### config.mk
export PLATFORM = sky130hd
export DESIGN_NAME = sw_alloc_rr
export DESIGN_NICKNAME = d
export VERILOG_FILES = /design/src/rtl/sw_alloc_rr.sv
export SDC_FILE = /design/constraint.sdc
export NUM_CORES = 1
export LEC_CHECK = 0
export ABC_AREA = 1
export CELL_PAD_IN_SITES_DETAIL_PLACEMENT = 1
export CELL_PAD_IN_SITES_GLOBAL_PLACEMENT = 1
export CORE_MARGIN = 4
export CORE_UTILIZATION = 37
export CTS_CLUSTER_SIZE = 16
export DETAILED_ROUTE_END_ITERATION = 8
export HOLD_SLACK_MARGIN = 0.08
export PLACE_DENSITY_LB_ADDON = 0.1
export SLEW_MARGIN = 20
export SYNTH_ARGS = -nofsm -noshare
export SYNTH_HDL_FRONTEND = slang
export SYNTH_SLANG_ARGS = --single-unit
### constraint.sdc
create_clock -name clk -period 2.35 [get_ports clk]
set_clock_uncertainty 0.05 [all_clocks]
set_input_delay 0.235 -clock clk [delete_from_list [all_inputs] [get_ports clk]]
set_output_delay 0.235 -clock clk [all_outputs]
set_load 0.01 [all_outputs]
### src/rtl/sw_alloc_rr.sv
// Round-robin switch allocator with packet-level locking (head to tail).
// Each output independently locks to one input and releases on that input's tail transfer.
//
//   state     | meaning
//   ST_IDLE   | output free; may lock to the first candidate at or after ptr
//   ST_LOCKED | output owned by `owner` until its tail flit transfers
module sw_alloc_rr #(
  parameter int NPORT = 4
) (
  input  logic                 clk,
  input  logic                 rst_n,
  input  logic                 en,
  input  logic [NPORT-1:0]     req,
  input  logic [3*NPORT-1:0]   req_port,
  input  logic [NPORT-1:0]     tail,
  output logic [NPORT-1:0]     grant,
  output logic [NPORT-1:0]     out_valid,
  output logic [3*NPORT-1:0]   xbar_sel
);

  localparam logic [0:0] ST_IDLE   = 1'b0;
  localparam logic [0:0] ST_LOCKED = 1'b1;

  logic [0:0]       st_q    [NPORT];
  logic [0:0]       st_d    [NPORT];
  logic [2:0]       owner_q [NPORT];
  logic [2:0]       owner_d [NPORT];
  logic [2:0]       ptr_q   [NPORT];
  logic [2:0]       ptr_d   [NPORT];
  logic [NPORT-1:0] cand    [NPORT];
  logic [NPORT-1:0] rel;
  logic             found;

  logic [NPORT-1:0]   grant_d;
  logic [NPORT-1:0]   out_valid_d;
  logic [3*NPORT-1:0] xbar_d;

  // cand[o][i]: input i wants output o; codes >= NPORT never match any output
  always_comb begin
    for (int o = 0; o < NPORT; o++) begin
      for (int i = 0; i < NPORT; i++) begin
        cand[o][i] = req[i] && (req_port[3*i +: 3] == 3'(o));
      end
    end
  end

  // Tail transfer of the current owner, as seen with the registered grant
  always_comb begin
    for (int o = 0; o < NPORT; o++) begin
      rel[o] = 1'b0;
      for (int i = 0; i < NPORT; i++) begin
        if (owner_q[o] == 3'(i) && grant[i] && req[i] && tail[i]) begin
          rel[o] = 1'b1;
        end
      end
    end
  end

  always_comb begin
    found = 1'b0;
    for (int o = 0; o < NPORT; o++) begin
      st_d[o]    = st_q[o];
      owner_d[o] = owner_q[o];
      ptr_d[o]   = ptr_q[o];
      found      = 1'b0;
      if (st_q[o] == ST_LOCKED) begin
        // A released output is not searched on the same edge: one-cycle idle gap
        if (rel[o]) begin
          st_d[o]  = ST_IDLE;
          ptr_d[o] = (owner_q[o] == 3'(NPORT-1)) ? 3'd0 : owner_q[o] + 3'd1;
        end
      end else begin
        for (int k = 0; k < NPORT; k++) begin
          for (int i = 0; i < NPORT; i++) begin
            if (!found && cand[o][i] &&
                ((int'(ptr_q[o]) + k == i) || (int'(ptr_q[o]) + k == i + NPORT))) begin
              found      = 1'b1;
              st_d[o]    = ST_LOCKED;
              owner_d[o] = 3'(i);
            end
          end
        end
      end
    end
  end

  always_comb begin
    grant_d     = '0;
    out_valid_d = '0;
    xbar_d      = xbar_sel;
    for (int o = 0; o < NPORT; o++) begin
      if (st_d[o] == ST_LOCKED) begin
        out_valid_d[o]     = 1'b1;
        xbar_d[3*o +: 3]   = owner_d[o];
        for (int i = 0; i < NPORT; i++) begin
          if (owner_d[o] == 3'(i)) begin
            grant_d[i] = 1'b1;
          end
        end
      end
    end
  end

  always_ff @(posedge clk) begin
    if (!rst_n) begin
      for (int o = 0; o < NPORT; o++) begin
        st_q[o]    <= ST_IDLE;
        owner_q[o] <= 3'd0;
        ptr_q[o]   <= 3'd0;
      end
      grant     <= '0;
      out_valid <= '0;
      xbar_sel  <= '0;
    end else if (!en) begin
      // Locks and pointers freeze; only the visible grant is withdrawn
      grant     <= '0;
      out_valid <= '0;
    end else begin
      for (int o = 0; o < NPORT; o++) begin
        st_q[o]    <= st_d[o];
        owner_q[o] <= owner_d[o];
        ptr_q[o]   <= ptr_d[o];
      end
      grant     <= grant_d;
      out_valid <= out_valid_d;
      xbar_sel  <= xbar_d;
    end
  end

endmodule
---- After elaboration in Yosys (flattened, before gate mapping) ----
Memory sizes are Yosys's and may differ from the RTL's.
Cells that the tools add are included.
word-level totals
  output and inout bits ................... 20
  input bits .............................. 23
  memory bits (read-only) ................. 0
  bits in writable memories ............... 28
  latch bits .............................. 0
  memories ................................ 3
  bits in registers ....................... 20
memories
  memory   depth  width  read ports  clocked after Yosys merged registers in  write ports  line  text
  owner_q  4      3      4           0                                        4            26    logic [2:0] owner_q [NPORT];
  ptr_q    4      3      4           0                                        4            28    logic [2:0] ptr_q [NPORT];
  st_q     4      1      4           0                                        4            24    logic [0:0] st_q [NPORT];
cells by class
  divide/modulo/power cells ............... 0
  shift-type cells ........................ 0
  $lt $le $gt $ge ......................... 0
  reduce and logical (&&, ||, !) cells .... 345
  bitwise operators ....................... 12
  add/sub/neg operators ................... 16
  equal/unequal tests ..................... 148
  muxes and demuxes ....................... 324
  $mul .................................... 0
operators with widths
  kind                   number
  $eq A32 B4 Y1 const B  36
  $eq A32 B3 Y1 const B  24
  $logic_not A32 Y1      16
  $eq A32 B2 Y1 const B  12
  $mux W3                88
  $mux W1                232
  $logic_and A1 B1 Y1    188
  $eq A3 B2 Y1 const B   32
  $logic_or A1 B1 Y1     64
  $logic_not A1 Y1       60
  $eq A3 B1 Y1 const B   16
  $eq A3 B3 Y1 const B   16
  $eq A4 B3 Y1 const B   12
  $logic_not A3 Y1       12
  $add A3 B2 Y4 const B  8
  $add A3 B1 Y4 const B  4
  $mux W4                4
  $add A3 B1 Y3 const B  4
  $or A1 B1 Y1           12
  $reduce_and A2 Y1      5

---- Longest topological paths before layout ----
Gate-level depths: netlist (run 1).
  depth in word-level cells ............... 89
  gate-level depth with buffers ........... 25

---- Worst setup path before layout (run 1) ----
No wires, ideal clock.
  path type ............................... register to register
  start ................................... mem ptr_q[2][1]
  end ..................................... reg grant[2]
  stages on the path, launching flop included .. 20
  path slack .............................. -197 ps
  period minus slack after synthesis ...... 2547 ps
  arrival ................................. 2369 ps
  setup time .............................. 128 ps
  path through ............................ edfxtp_1 -> nand2_1 -> inv_1 -> ha_1 -> o21ai_2 -> inv_1 -> nor2_2 -> nand4_2 -> nand3_2 -> nor2_4 -> nand3_2 -> inv_2 -> nor2_2 -> nand4_2 -> o21bai_4 -> nor2_1 -> nand2_1 -> nand2_1 -> nor2_1 -> nor2_1
RTL lines
  item                  line  text
  from (decl)           28
  to (signal assigned)  124   grant <= grant_d;
  to (decl)             16    output logic [NPORT-1:0] grant,

==> metrics.yaml, run 1 <==
status: "finished, violations left"
violations: "negative setup slack"
post_drt_wl_per_cell_um: 18.6
drt_drc_violations_left: 0
synthTopCellsByArea: "edfxtp_1 17%, nand2_1 14%, dfxtp_1 10%"
drt_first_pass_iters: 4
insertion_delay_ns: 0.29
num_rows: 39
syn_inst: 688
synth_area_per_cell_sq_um: 6.41
drt-initial-drc-count: 305
critPathTopFamily: "simple AND/OR/NAND/NOR gates"
hold_viol: 0
fin_setup_tns_ns: -13.35
grt.overflow.total: 0
ir_drop_v: 0.000542
synth_common_cells: "169 x nand2_1, 101 x nor2_1, 99 x inv_1, 76 x nand3_1, 34 x nand4_1"
cts_tree: "yes"
yosysUniqueCellTypes: 34
fin_ws_ns: -0.559
synth_top_family_by_area: "simple AND/OR/NAND/NOR gates"
regArea_sq_um: 1210
start_kind: "flip-flop"
synth_warnings: 0
grt_pass1_vias: 5891
grt_max_degree: 37
vias: 5499
via_per_inst: 5.35
relSlewSlack: 0.711
synth.top_cell.area_share: 0.170
muxShareOfSynthArea: 0
multi_input_area_sq_um: 3370
cp.required_ns: 2.48
hold_path_class: "flip-flop to flip-flop"
leakagePower_nw: 3.33
yosys.area_share.simple: 0.479
ios: 43
cp_cell_sequence: "nand2_2, buf_4, nor2_1, nand2_1, nand4_1, nand3_2, nor2_4, o211ai_1, nor2_4, nand4_4, o21bai_4, buf_6, nor2_4, o21ai_2, a21oi_2"
antenna_left: 0
period_share: 1.24
cp_common_cell: "nor2_4"
slowest_stage: "edfxtp_1"
synth-compound-area-share: 0.0835
setup_viol_count_final: 36
crit_arrival_ns: 3.03
cts.sinks: 48
ys_seq_area_frac: 0.275
synth_edf_count: 25
synth_area_sq_um: 4410
dp_hpwl_um: 13100
rsz0062_at_grt: "yes"
grt_util_all_layers: 0.262
layout-drive-gt1-share: 0.388
worst_slew_pin_slew_ns: 0.433
start_util: 0.383
ys_seq_elements: 48
async_reset_ff_frac: 0
final_max_slew_viol_count: 0
p_per_area_nw_per_um2: 434
n_fill_cell: 1484
io_buffers: 42
synthAdderAreaFrac: 0.0624
cts_htree_levels: 2
place.gp.congestion: 0.886
critPathBufInv: 2
numCtsBuffers: 5
dieArea_sq_um: 13700
die_h_um: 117
synthXorXnorAreaFrac: 0
p_total_mw: 3.02
timing.fmax_mhz: 344
timing_worst_setup_path_type: "flip-flop to flip-flop"
areaGrowthSynthToFinish_pct: 57.8
min_period_ns: 2.91
synth_ff_type: "edfxtp_1"
antenna_found_initial: 0
synth_nets: 733
yosysTopAreaCell: "edfxtp_1"
fin_nets: 929
core-area_sq_um: 11500
ff2ff_setup_slack_ns: -0.56
drv_cap: 0
cts-root-buf: "clkbuf_16"
critPathMaxFanout: 5
die_w_um: 117
routed_wl_um: 19200
endpoint_kind: "flip-flop"
path_clk_slew_ns: 0.06
antenna_cells: 0
grt_pass1_wl_um: 28800
post-synth-top-count-cell: "nand2_1"
max_stage_delay_ns: 0.40
ctsLongestPathBuffers: 2
==> timing repair <==
item	4_1_cts	5_1_grt
endpoints found under the setup margin	36	36
resized for setup	130	61
buffers inserted	22	12
hold buffers	0	0
hold endpoints to repair	0	0
gates cloned	0	0
pin swaps	58	66
==> tightest hold or removal path, stage by stage, from the launching register on <==
cell and delay (ns):
dfxtp_1 0.31, nand2_1 0.06, o32ai_1 0.06
==> layout make-up <==
| cell class | instances | area share |
|---|---|---|
| clock buffer | 6 | 0.0216 |
| clock inverter | 2 | 0.00180 |
| inverter | 113 | 0.0621 |
| multi-input combinational | 522 | 0.485 |
| sequential | 48 | 0.174 |
| tap | 143 | 0.0257 |
| timing repair buffer | 194 | 0.230 |
==> worst paths after layout <==
path | from | to | cells past startpoint
worst min register to register | xbar_sel[10] | xbar_sel[10] | 2
worst max-delay path | ptr_q[2][0] | xbar_sel[6] | 15
worst min-delay path | xbar_sel[10] | xbar_sel[10] | 2
worst max register to register | ptr_q[2][0] | xbar_sel[6] | 15
==> per-stage QoR <==
stage / setup WS (ns) / util / cells / hold slack (ns) / instance area (sq um)
after floorplan: -0.149 / - / 688 / 0.350 / 4430
after global placement: -0.715 / 0.514 / 989 / 0.405 / 5920
after detailed placement: -0.809 / 0.514 / 989 / 0.415 / 5920
after CTS: -0.470 / 0.575 / 1017 / 0.433 / 6620
after global routing: -0.785 / 0.604 / 1028 / 0.460 / 6950
final: -0.559 / 0.604 / 1028 / 0.431 / 6950
==> sequential cells by signal (all words and copies together) (netlist names) <==
signal	count
owner_q	12
ptr_q	12
xbar_sel	12
grant	4
out_valid	4
st_q	4
==> report_power, final <==
group	leakage [nW]	internal, mW	switching (mW)
sequential	0.455	0.955	0.0720
clock	0.0796	0.457	0.317
combinational	2.80	0.529	0.686
total	3.33	1.94	1.07
==> routing by layer <==
metal,GRT usage,wire (um),part of all wire
met3,0.0308,732,0.038
met2,0.471,9590,0.50
met5,0,0,0
met1,0.327,8270,0.43
met4,0.0795,575,0.030
==> cells by family (layout without fill, tap and decap cells) <==
logic type                 count (synthesis)  in the layout
AOI/OAI and AO/OA                         54             54
adders and majority gates                 22             22
buffers and inverters                    118            315
DFF                                       48             48
and+or+nand+nor                          446            446
==> layout by cell type (no fill, tap or decap), drive strengths merged <==
cell,synthesis,final
ha,22,22
o21ai,15,15
a22oi,1,1
nand4,40,40
nand3b,3,3
buf,0,152
nor3b,4,4
a21oi,23,23
o31ai,1,1
clkbuf,5,6
o211ai,5,5
o32ai,2,2
o22ai,3,3
nor4,1,1
inv,113,113
edfxtp,25,25
clkinv,0,2
nand3,87,87
nor3,13,13
dfxtp,23,23
o21bai,2,2
nand2,171,171
a22o,2,2
dlygate4sd2,0,14
nor2,127,127
clkdlybuf4s50,0,28
Power figures use the tool's default switching activity.
==> inputs of run 2 (changes only) <==
TNS_END_PERCENT = 1   (was not set)
==> metrics.yaml, run 2 (same netlist as run 1, synthesis figures left out) <==
status: "finished, violations left"  # unchanged
violations: "negative setup slack"  # unchanged
rsz0062_at_grt: "yes"  # unchanged
period_share: 1.20  # was 1.24
final-instance-count-excl-fill: 1001  # was 1028
cts-root-buf: "clkbuf_16"  # unchanged
ctsHoldBuffers: 0  # unchanged
dieArea_sq_um: 13700  # unchanged
ir_drop_v: 0.000529  # was 0.000542 V
via_per_inst: 5.19  # was 5.35
grt_util_all_layers: 0.248  # was 0.262
num_rows: 39  # unchanged
critPathMaxFanout: 4  # was 5
die_h_um: 117  # unchanged
setup_viol_count_final: 36  # unchanged
endpoint_kind: "flip-flop"  # unchanged
p_per_area_nw_per_um2: 449  # was 434 nW/um^2
start_kind: "flip-flop"  # unchanged
dp_hpwl_um: 13100  # about the same
antenna_found_initial: 0  # unchanged
final_util: 0.554  # was 0.604
io_buffers: 42  # unchanged
crit_arrival_ns: 2.99  # was 3.03 ns
drt-initial-drc-count: 226  # was 305
final_common_cell: "nand2_1"  # unchanged
antenna_cells: 0  # unchanged
drt_drc_violations_left: 0  # unchanged
layout-drive-gt1-share: 0.304  # was 0.388
timing.fmax_mhz: 355  # was 344 MHz
top_regs: "owner_q: 12 flops, ptr_q: 12 flops, xbar_sel: 12 flops"  # unchanged
timing_worst_setup_path_type: "flip-flop to flip-flop"  # unchanged
cts_tree: "yes"  # unchanged
drv_cap: 0  # unchanged
post_drt_wl_per_cell_um: 16.7  # was 18.6 um
grt_util_met2: 0.431  # was 0.471
start_util: 0.383  # unchanged
grt_pass1_wl_um: 26900  # was 28800 um
leakagePower_nw: 3.12  # was 3.33 nW
min_period_ns: 2.82  # was 2.91 ns
relSlewSlack: 0.741  # was 0.711
p_total_mw: 2.87  # was 3.02 mW
numCtsBuffers: 5  # unchanged
dp.cells: 981  # was 989
hold_path_class: "flip-flop to flip-flop"  # unchanged
fin_ws_ns: -0.469  # was -0.559 ns
reg2reg_depth: 17  # was 15
grt_util_met3: 0.0262  # was 0.0308
insertion_delay_ns: 0.29  # about the same
grt_pass1_vias: 5627  # was 5891
vias: 5191  # was 5499
routed_wl_um: 16700  # was 19200 um
busiest_layer: "met2"  # unchanged
path_clk_slew_ns: 0.07  # was 0.06 ns
die_w_um: 117  # unchanged
worst_slew_pin_slew_ns: 0.388  # was 0.433 ns
cp.required_ns: 2.53  # was 2.48 ns
place.gp.congestion: 0.907  # was 0.886
grt_max_degree: 37  # unchanged
hold_viol: 0  # unchanged
layout.cells.most_common_list: "156 x nand2_1, 124 x buf_4, 93 x inv_1"  # was 141 x nand2_1, 137 x buf_4, 88 x inv_1
ctsLongestPathBuffers: 2  # unchanged
cts_htree_levels: 2  # unchanged
cts.sinks: 48  # unchanged
antenna_left: 0  # unchanged
grt_use_met1: 0.314  # was 0.327
fin_nets: 902  # was 929
grt.overflow.total: 0  # unchanged
areaGrowthSynthToFinish_pct: 44.8  # was 57.8%
core-area_sq_um: 11500  # unchanged
hold_depth: 2  # unchanged
drt_first_pass_iters: 4  # unchanged
ios: 43  # unchanged
final_max_slew_viol_count: 0  # unchanged
[run 2: changes by cell type in the layout (fill, tap and decap cells not counted), sizes merged]
cell,before,now
clkdlybuf4s50,28,32
buf,152,125
dlygate4sd2,14,10
bufinv,0,1
clkbuf,6,5
[run 2: per-layer routing]
metal  wire (um)  share of wire
met5           0              0
met4         612          0.037
met3         499          0.030
met2        8110           0.48
met1        7520           0.45
[run 2: stage by stage]
step | area (sq um) | setup WS, ns | hold WS [ns] | setup TNS (ns)
after floorplan | 4430 | -0.149 | 0.350 | -0.814
after global placement | 5860 | -0.819 | 0.406 | -21.89
after detailed placement | 5860 | -0.934 | 0.419 | -25.32
after CTS | 6250 | -0.396 | 0.432 | -8.81
after global routing | 6380 | -0.734 | 0.447 | -18.16
final | 6380 | -0.469 | 0.422 | -10.51
[run 2: area by class of cell]
type                            instances  area [sq um]
Timing Repair Buffer                  167          1350
Clock inverter                          3          42.5
Inverter                              113           424
Tap cell                              143           179
Clock buffer                            5           125
Multi-Input combinational cell        522          3050
Fill cell                            1523          5130
Sequential cell                        48          1210
[run 2: where the power goes]
group,total (mW),internal (mW),switching [mW]
combinational,1.03,0.440,0.587
clock,0.819,0.500,0.318
sequential,1.02,0.955,0.0678
total,2.87,1.90,0.973
[run 2: final timing paths]
check,from,to,slack (ns)
max reg2reg,ptr_q[0][1],xbar_sel[0],-0.47
min,xbar_sel[4],xbar_sel[4],0.42
min reg2reg,xbar_sel[4],xbar_sel[4],0.42
max,ptr_q[0][1],xbar_sel[0],-0.47
[run 2: timing repair]
item | 4_1_cts | 5_1_grt
resized for setup | 55 | 34
setup buffers | 9 | 3
endpoints found under the setup margin | 36 | 36
pin swaps | 24 | 25
[run 2: worst max-delay path, cell delays in order (launching register included)]
cell      delay, ns
edfxtp_1       0.51
nand2_2        0.13
inv_2          0.06
nand3_4        0.09
inv_2          0.06
nor2_4         0.14
nand4_1        0.13
nor2_1         0.15
nand3_2        0.12
nor3_2         0.19
nand2_1        0.10
nor2_4         0.17
nand4_1        0.19
nand3_1        0.15
nand2_2        0.10
buf_4          0.15
buf_4          0.12
a21oi_1        0.15
==> inputs of run 3 (changes only) <==
CORE_MARGIN = 5   (was 4)
==> metrics.yaml, run 3 (same netlist as run 1, synthesis figures left out) <==
antenna_left: 0  # unchanged
layout-drive-gt1-share: 0.300  # was 0.304
fin_setup_tns_ns: -9.12  # was -10.51 ns
drv_cap: 0  # unchanged
drt_first_pass_iters: 4  # unchanged
hold_start: "xbar_sel[7]"  # was xbar_sel[4]
die_h_um: 119  # was 117 um
drt-initial-drc-count: 253  # was 226
via_per_inst: 5.18  # was 5.19
relSlewSlack: 0.730  # was 0.741
path_clk_slew_ns: 0.07  # about the same
cts_tree: "yes"  # unchanged
cp.required_ns: 2.53  # about the same
slowest_stage: "edfxtp_1"  # unchanged
cts-root-buf: "clkbuf_16"  # unchanged
io_buffers: 42  # unchanged
timing_worst_setup_path_type: "flip-flop to flip-flop"  # unchanged
insertion_delay_ns: 0.29  # about the same
cts_htree_levels: 2  # unchanged
grt_pass1_wl_um: 27000  # was 26900 um
max_stage_delay_ns: 0.41  # was 0.51 ns
rsz0062_at_grt: "yes"  # unchanged
cts.sinks: 48  # unchanged
met1Wirelength_um: 7740  # was 7520 um
grt_max_degree: 37  # unchanged
timing.fmax_mhz: 358  # was 355 MHz
critPathTopFamily: "simple AND/OR/NAND/NOR gates"  # unchanged
worst-path-stages: 19  # was 17
dieArea_sq_um: 14200  # was 13700 sq um
ff2ff_setup_slack_ns: -0.44  # was -0.47 ns
violations: "negative setup slack"  # unchanged
wl_met2_um: 7640  # was 8110 um
post_drt_wl_per_cell_um: 16.0  # was 16.7 um
drt_drc_violations_left: 0  # unchanged
grt.overflow.total: 0  # unchanged
maxUsedRoutingLayer: "met4"  # unchanged
dr_wl_met3_um: 296  # was 499 um
p_per_area_nw_per_um2: 440  # was 449 nW/um^2
hold_viol: 0  # unchanged
r2r-end: "grant[2]"  # was xbar_sel[0]
top_regs: "owner_q: 12 flops, ptr_q: 12 flops, xbar_sel: 12 flops"  # unchanged
hold_depth: 2  # unchanged
endpoint_kind: "flip-flop"  # unchanged
setup_viol_count_final: 36  # unchanged
antenna_cells: 0  # unchanged
hold_path_class: "flip-flop to flip-flop"  # unchanged
final_common_cell: "nand2_1"  # unchanged
start_kind: "flip-flop"  # unchanged
antenna_found_initial: 0  # unchanged
vias: 5193  # was 5191
core-area_sq_um: 11600  # was 11500 sq um
r2r-start: "ptr_q[2][1]"  # was ptr_q[0][1]
areaGrowthSynthToFinish_pct: 44.5  # was 44.8%
dp_hpwl_um: 13000  # was 13100 um
worst_slew_pin_slew_ns: 0.404  # was 0.388 ns
numCtsBuffers: 5  # unchanged
min_period_ns: 2.79  # was 2.82 ns
fin_nets: 904  # was 902
period_share: 1.19  # was 1.20
fin_ws_ns: -0.444  # was -0.469 ns
start_util: 0.381  # was 0.383
ir_drop_v: 0.000540  # was 0.000529 V
ctsHoldBuffers: 0  # unchanged
num_rows: 39  # unchanged
status: "finished, violations left"  # unchanged
routed_wl_um: 16100  # was 16700 um
die_w_um: 119  # was 117 um
ios: 43  # unchanged
layout.cells.most_common_list: "155 x nand2_1, 125 x buf_4, 93 x inv_1"  # was 156 x nand2_1, 124 x buf_4, 93 x inv_1
p_total_mw: 2.80  # was 2.87 mW
critPathMaxFanout: 4  # unchanged
cp_cell_sequence: "buf_4, nand2_2, inv_1, nand2_1, nand3_2, nor2_4, buf_6, nand4_1, nor2_2, nand4_1, a21oi_2, nand4_1, nand2_1, nand3_2, a21oi_2, nand2_1, nand2_2, nor2_1, nor2_1"  # was nand2_2, inv_2, nand3_4, inv_2, nor2_4, nand4_1, nor2_1, nand3_2, nor3_2, nand2_1, nor2_4, nand4_1, nand3_1, nand2_2, buf_4, buf_4, a21oi_1
reg2reg_depth: 19  # was 17
place.gp.congestion: 0.874  # was 0.907
crit_arrival_ns: 2.97  # was 2.99 ns
grt_util_all_layers: 0.228  # was 0.248
critPathBufInv: 3  # was 4
grt_pass1_vias: 5647  # was 5627
min_to: "xbar_sel[7]"  # was xbar_sel[4]
final_max_slew_viol_count: 0  # unchanged
leakagePower_nw: 3.15  # was 3.12 nW
ctsLongestPathBuffers: 2  # unchanged
==> run 3: changes by cell type in the layout (fill, tap and decap cells not counted), sizes merged <==
cell and change:
dlymetal6s2s +3, buf +2, dlygate4sd2 -2, bufinv -1, clkbuf +1, clkdlybuf4s50 -1
==> run 3: metrics by stage <==
stage / hold slack (ns) / utilization / instance area, sq um / cells / setup slack (ns)
3_5_place_dp: 0.409 / 0.510 / 5900 / 986 / -0.768
6_report: 0.422 / 0.551 / 6370 / 1003 / -0.444
5_1_grt: 0.439 / 0.551 / 6370 / 1003 / -0.660
4_1_cts: 0.426 / 0.542 / 6270 / 1003 / -0.420
2_1_floorplan: 0.350 / - / 4430 / 688 / -0.149
3_3_place_gp: 0.404 / 0.510 / 5900 / 986 / -0.669
==> run 3: power breakdown <==
group          internal, mW  leakage [nW]  switching, mW
clock                 0.458        0.0796          0.319
combinational         0.437          2.62          0.573
sequential            0.955         0.455         0.0645
total                  1.85          3.15          0.956
==> run 3: final cells by class <==
| class | instances | area [sq um] |
|---|---|---|
| Multi-Input combinational cell | 522 | 3010 |
| Clock buffer | 6 | 150 |
| Timing Repair Buffer | 169 | 1380 |
| Fill cell | 1528 | 5200 |
| Sequential cell | 48 | 1210 |
| Clock inverter | 2 | 12.5 |
| Inverter | 113 | 427 |
| Tap cell | 143 | 179 |
==> run 3: worst reg2reg max path, stage by stage (launching register included) <==
cell and delay [ns]:
edfxtp_1 0.41, buf_4 0.17, nand2_2 0.11, inv_1 0.07, nand2_1 0.13, nand3_2 0.11
nor2_4 0.19, buf_6 0.12, nand4_1 0.08, nor2_2 0.12, nand4_1 0.11, a21oi_2 0.16
nand4_1 0.14, nand2_1 0.11, nand3_2 0.12, a21oi_2 0.20, nand2_1 0.12, nand2_2 0.10
nor2_1 0.04, nor2_1 0.07
==> run 3: worst max-delay path by stage <==
stage,from,to,slack [ns]
final,ptr_q[2][1],grant[2],-0.44
after global routing,ptr_q[2][0],grant[3],-0.66
after detailed placement,req[2],grant[2],-0.77
after floorplan,ptr_q[2][1],grant[2],-0.15
after CTS,ptr_q[2][0],grant[1],-0.42
after global placement,req[0],grant[2],-0.67
==> run 3: routing by layer <==
| layer | GRT usage | vias up |
|---|---|---|
| met2 | 0.388 | 71 |
| met5 | 0 | - |
| met4 | 0.0746 | 0 |
| li1 | - | 2600 |
| met3 | 0.0232 | 29 |
| met1 | 0.302 | 2493 |
==> run 3: repair_timing <==
action	4_1_cts	5_1_grt
endpoints found under the setup margin	36	36
buffers inserted	9	0
pin swaps	28	21
gates resized for setup	49	32
